File: config.mk
export PLATFORM = sky130hd
export DESIGN_NAME = fifo_stream_adapter
export DESIGN_NICKNAME = d
export VERILOG_FILES = /design/src/rtl/fifo_pkg.sv /design/src/rtl/skid_ring.sv /design/src/rtl/fifo_stream_adapter.sv
export SDC_FILE = /design/constraint.sdc
export NUM_CORES = 1
export LEC_CHECK = 0
export CAP_MARGIN = 25
export CORE_AREA = 2 2 110 112
export DETAILED_ROUTE_END_ITERATION = 16
export DIE_AREA = 0 0 112 114
export SLEW_MARGIN = 5
export SYNTH_ARGS = -nofsm -noshare
export SYNTH_HDL_FRONTEND = slang
export SYNTH_HIERARCHICAL = 1
export SYNTH_SLANG_ARGS = --single-unit
File: constraint.sdc
create_clock -name clk -period 6.2 [get_ports clk]
set_input_delay 0.93 -clock clk [delete_from_list [all_inputs] [get_ports clk]]
set_output_delay 0.93 -clock clk [all_outputs]
set_load 0.1 [all_outputs]
File: src/rtl/fifo_pkg.sv
// Shared constants and types for the FIFO-to-stream adapter.
package fifo_pkg;

  localparam int unsigned DEPTH = 3;

  typedef logic [1:0] level_t;
  typedef logic [1:0] ptr_t;

  function automatic ptr_t ptr_inc(input ptr_t p);
    return (p == ptr_t'(DEPTH - 1)) ? '0 : ptr_t'(p + 2'd1);
  endfunction

endpackage

File: src/rtl/skid_ring.sv
// Three-entry circular buffer: storage, read/write pointers and occupancy.
module skid_ring
  import fifo_pkg::*;
#(
  parameter int G_DATAWIDTH = 32
) (
  input  logic                   clk,
  input  logic                   nrst,
  input  logic                   flush,
  input  logic                   wr_en,
  input  logic [G_DATAWIDTH-1:0] wr_data,
  input  logic                   pop,
  output logic [G_DATAWIDTH-1:0] rd_data,
  output level_t                 level
);

  logic [G_DATAWIDTH-1:0] mem [DEPTH];
  ptr_t   wr_ptr;
  ptr_t   rd_ptr;
  level_t level_q;
  logic   wr_ok;
  logic   pop_ok;

  assign wr_ok  = wr_en && !flush;
  assign pop_ok = pop && (level_q != '0) && !flush;

  always_ff @(posedge clk or negedge nrst) begin
    if (!nrst) begin
      wr_ptr  <= '0;
      rd_ptr  <= '0;
      level_q <= '0;
    end else if (flush) begin
      wr_ptr  <= '0;
      rd_ptr  <= '0;
      level_q <= '0;
    end else begin
      if (wr_ok)  wr_ptr <= ptr_inc(wr_ptr);
      if (pop_ok) rd_ptr <= ptr_inc(rd_ptr);
      case ({wr_ok, pop_ok})
        2'b10:   level_q <= level_t'(level_q + 2'd1);
        2'b01:   level_q <= level_t'(level_q - 2'd1);
        default: level_q <= level_q;
      endcase
    end
  end

  // Storage is deliberately unreset; rd_data is only meaningful while level != 0.
  always_ff @(posedge clk) begin
    if (wr_ok) mem[wr_ptr] <= wr_data;
  end

  assign rd_data = mem[rd_ptr];
  assign level   = level_q;

  a_no_overflow : assert property (@(posedge clk) disable iff (!nrst)
    !(wr_ok && (level_q == level_t'(DEPTH))));

endmodule

File: src/rtl/fifo_stream_adapter.sv
// Turns a standard or FWFT synchronous FIFO read port into a ready/valid stream,
// using a credit count so the local ring never overflows and m_tready has no comb path upstream.
module fifo_stream_adapter
  import fifo_pkg::*;
#(
  parameter int G_FWFT      = 0,
  parameter int G_DATAWIDTH = 32
) (
  input  logic                   clk,
  input  logic                   nrst,
  input  logic                   flush,
  input  logic [G_DATAWIDTH-1:0] fifo_dout,
  input  logic                   fifo_empty,
  output logic                   fifo_rd_en,
  output logic [G_DATAWIDTH-1:0] m_tdata,
  output logic                   m_tvalid,
  input  logic                   m_tready,
  output logic [1:0]             level
);

  level_t     level_i;
  logic       inflight;
  logic       wr_en;
  logic       pop;
  logic [2:0] credit_used;

  assign credit_used = {1'b0, level_i} + {2'b00, inflight};
  // nrst gates the request so it drops the instant reset asserts, without waiting for an edge.
  assign fifo_rd_en  = nrst && !fifo_empty && !flush && (credit_used < 3'(DEPTH));

  if (G_FWFT != 0) begin : g_fwft
    assign inflight = 1'b0;
    assign wr_en    = fifo_rd_en;
  end else begin : g_std
    logic inflight_q;
    logic discard_q;

    always_ff @(posedge clk or negedge nrst) begin
      if (!nrst) begin
        inflight_q <= 1'b0;
        discard_q  <= 1'b0;
      end else begin
        inflight_q <= fifo_rd_en;
        discard_q  <= flush;
      end
    end

    // A word returning during the flush cycle is dropped by the ring's flush priority;
    // discard_q guards the cycle right after.
    assign inflight = inflight_q;
    assign wr_en    = inflight_q && !discard_q;
  end

  assign m_tvalid = (level_i != '0);
  assign pop      = m_tvalid && m_tready;
  assign level    = level_i;

  skid_ring #(
    .G_DATAWIDTH(G_DATAWIDTH)
  ) u_ring (
    .clk    (clk),
    .nrst   (nrst),
    .flush  (flush),
    .wr_en  (wr_en),
    .wr_data(fifo_dout),
    .pop    (pop),
    .rd_data(m_tdata),
    .level  (level_i)
  );

endmodule

==> load_flow_metrics.sql <==
INSERT INTO impl_metrics (metric_group, metric, value, unit) VALUES
('sta', 'setup_tns', '0', 'ns'),
('sta', 'grt_setup_unrepaired', 'false', ''),
('yosys', 'synth_mux_area_share', '9.040', '%'),
('yosys', 'post_synth_instance_area', '3986', 'um2'),
('clocking', 'cts_resized', '0', ''),
('sta', 'slew-limit-headroom', '34.50', '%'),
('sta', 'timing_limited_maximum_frequency', '230.9', 'MHz'),
('job', 'drv.max_cap_violation_count', '0', ''),
('yosys', 'post_synth.cell_area_avg', '16.40', 'um2'),
('yosys', 'synth_top_family_by_area', 'multiplexers', ''),
('sta', 'final-hold-violation-count', '0', ''),
('yosys', 'synth-warning-count', '6', ''),
('setup_path', 'timing.critical_path.max_delay_family', 'buffers and inverters', ''),
('clocking', 'worstSkewPairLatency', '0.34', 'ns'),
('setup_path', 'critical_path.endpoint_type', 'primary output', ''),
('sta', 'final-max-slew-violation-count', '0', ''),
('clocking', 'hold_fix_buffer_count_after_cts', '0', ''),
('yosys', 'synth_simple_gate_area_share', '5.932', '%'),
('sta', 'setup-violations-final', '0', ''),
('setup_path', 'crit_path_cell_trace', 'clkdlybuf4s50_1 -> or4b_1 -> a21oi_1 -> clkdlybuf4s50_1', ''),
('sta', 'timing.clock.skew', '0.004364', 'ns'),
('layout', 'area.sequential', '3085', 'um2'),
('grt', 'gr-usage-all-layers', '10.99', '%'),
('worst_hold_path', 'min-delay-path-class', 'reg -> reg', ''),
('die', 'die_w', '112', 'um'),
('placed_design', 'dp.final_hpwl', '4.062', 'mm'),
('clocking', 'numClockSinks', '104', ''),
('setup_path', 'timing.critical_path.from_type', 'primary input', ''),
('route', 'firstDrtPassIters', '6', ''),
('placed_design', 'place.port_buffers', '72', ''),
('clocking', 'htree_levels', '3', ''),
('setup_path', 'timing.critical_path.buf_inv', '2', ''),
('setup_path', 'timing.critical_path.required', '5.27', 'ns'),
('power', 'report.power.total', '0.001393', 'W'),
('setup_path', 'critical_path_arrival', '3.40', 'ns'),
('yosys', 'synth-seq-cells', '104', ''),
('grt', 'grt_max_degree', '68', ''),
('setup_path', 'crit_path_frequent_cell', 'clkdlybuf4s50_1', ''),
('route', 'drc', '0', ''),
('clocking', 'clkSlewWorstSetupHoldPaths', '0.07', 'ns'),
('die', 'fp.dieH', '114', 'um'),
('layout', 'area_delta_synth_final', '30.51', '%'),
('yosys', 'synthXorXnorAreaFrac', '0', '%'),
('yosys', 'yosysUniqueCellTypes', '25', ''),
('yosys', 'synth_top_flop_cell', 'edfxtp_1', ''),
('placed_design', 'routabilityCongestion', '0.7030', ''),
('sta', 'timing_worst_slew_pin_value', '0.9794', 'ns'),
('route', 'drt_wl_total', '6.804', 'mm'),
('layout', 'multiInputGateArea', '845.8', 'um2'),
('layout', 'insertedDiodeCount', '0', ''),
('run_status', 'outcome', 'finished clean', ''),
('die', 'io_pins', '73', ''),
('grt', 'grt_overflow', '0', ''),
('die', 'floorplan.die_area', '12770', 'um2'),
('die', 'floorplan.initialDensity', '34.04', '%'),
('sta', 'min_period', '4.331', 'ns'),
('setup_path', 'critPathMaxFanout', '9', ''),
('power', 'p_leak', '1.615', 'nW'),
('clocking', 'tritoncts', 'yes', ''),
('setup_path', 'reg2reg_slack', '4.11', 'ns'),
('yosys', 'adder_and_majority_gate_portion_of_the_synthesized_area', '0.6277', '%'),
('yosys', 'synth_edf_count', '96', ''),
('route', 'detailroute.via_count', '2154', ''),
('clocking', 'clk_path_buf_depth', '2', ''),
('layout', 'post_route_cells_drive_above_1_share', '8.615', '%'),
('layout', 'final.fill_count', '1060', ''),
('yosys', 'synthArstFlopShare', '7.692', '%'),
('die', 'core', '11710', 'um2'),
('grt', 'vias_in_the_first_global_route', '2106', ''),
('clocking', 'numCtsBuffers', '9', ''),
('route', 'drt_iter0_drc', '119', '');
## cell usage in the layout (no fill, tap or decap), types with 3 or more instances in the layout
| cell | n |
|---|---|
| a21oi_1 | 3 |
| nand2_1 | 34 |
| dfrtp_1 | 6 |
| clkdlybuf4s50_1 | 72 |
| buf_4 | 3 |
| mux2i_1 | 36 |
| edfxtp_1 | 96 |
| clkinvlp_4 | 3 |
| nor2_1 | 3 |
| clkbuf_16 | 9 |
| o21ai_0 | 33 |
## power groups by stage
stage                     logic [W]  registers (W)  clock network (W)
after floorplan           0.0000284       0.000789                  0
after detailed placement  0.0000682       0.000787                  0
final                     0.0000676       0.000772           0.000553
after global placement    0.0000667       0.000787                  0
after CTS                 0.0000685       0.000771           0.000575
after global routing      0.0000715       0.000771           0.000607
## area by class of cell
type | count | area share, %
clock inverter | 7 | 1.371
sequential | 104 | 59.31
clock buffer | 9 | 4.329
multi-input combinational | 128 | 16.26
timing repair buffer | 77 | 15.20
tap | 147 | 3.535
## final timing paths
path / startpoint / depth (start not counted) / to
worst max-delay path: nrst / 4 / fifo_rd_en
max in group asynchronous: nrst / 1 / u_ring/rd_ptr[0]$_DFFE_PN0P_
min in group asynchronous: nrst / 1 / g_std.inflight_q$_DFF_PN0_
worst min register to register: g_std.inflight_q$_DFF_PN0_ / 2 / g_std.inflight_q$_DFF_PN0_
worst min-delay path: g_std.inflight_q$_DFF_PN0_ / 2 / g_std.inflight_q$_DFF_PN0_
worst max register to register: g_std.inflight_q$_DFF_PN0_ / 4 / u_ring/mem[1][19]$_DFFE_PP_
## per-stage QoR
step | instance area (um2) | setup slack, ns | cells | util (%)
final | 5202 | 1.869 | 472 | 44.42
after global routing | 5202 | 1.742 | 472 | 44.42
after CTS | 5175 | 1.834 | 471 | 44.19
after detailed placement | 4878 | 1.840 | 455 | 41.66
after global placement | 4858 | 1.859 | 454 | 41.49
after floorplan | 3986 | 1.971 | 243 | -
## synth_stat cells, types with 3 or more instances
master,count,share of area [%]
buf_6,3,0.85
nor2_1,3,0.28
clkbuf_1,5,0.47
dfrtp_1,8,5.0
o21ai_0,33,4.1
nand2_1,34,3.2
edfxtp_1,96,72
a21oi_1,3,0.38
mux2i_1,36,9.0
## state kept, by name, indices dropped and copies added (netlist names)
signal            cells
u_ring/mem           96
u_ring/level          2
u_ring/rd_ptr         2
u_ring/wr_ptr         2
g_std.discard_q       1
g_std.inflight_q      1
## per-layer routing
metal  up-vias  share of wire [%]  GRT usage [%]  wire length (um)
li1       1072                  -              -                 -
met1      1019                 44          13.39              3020
met2        52                 49          17.98              3315
met3        11                4.8          3.135               327
met4         0                2.1          5.610               141
met5         -                  0              0                 0
## worst min-delay path, cell delays in order, from the launching register on
cell and delay [ns]:
dfrtp_1 0.35, ha_1 0.12, a21oi_1 0.07
## cell families (layout without fill, tap and decap cells)
group	count (synthesis)	in the layout
AO/OA/AOI/OAI	39	39
buffers and inverters	11	93
multiplexers	36	36
adder cells (fa/ha/maj)	2	2
flip-flops	104	104
AND/OR/NAND/NOR	51	51
(Power assumes the default switching activity.)
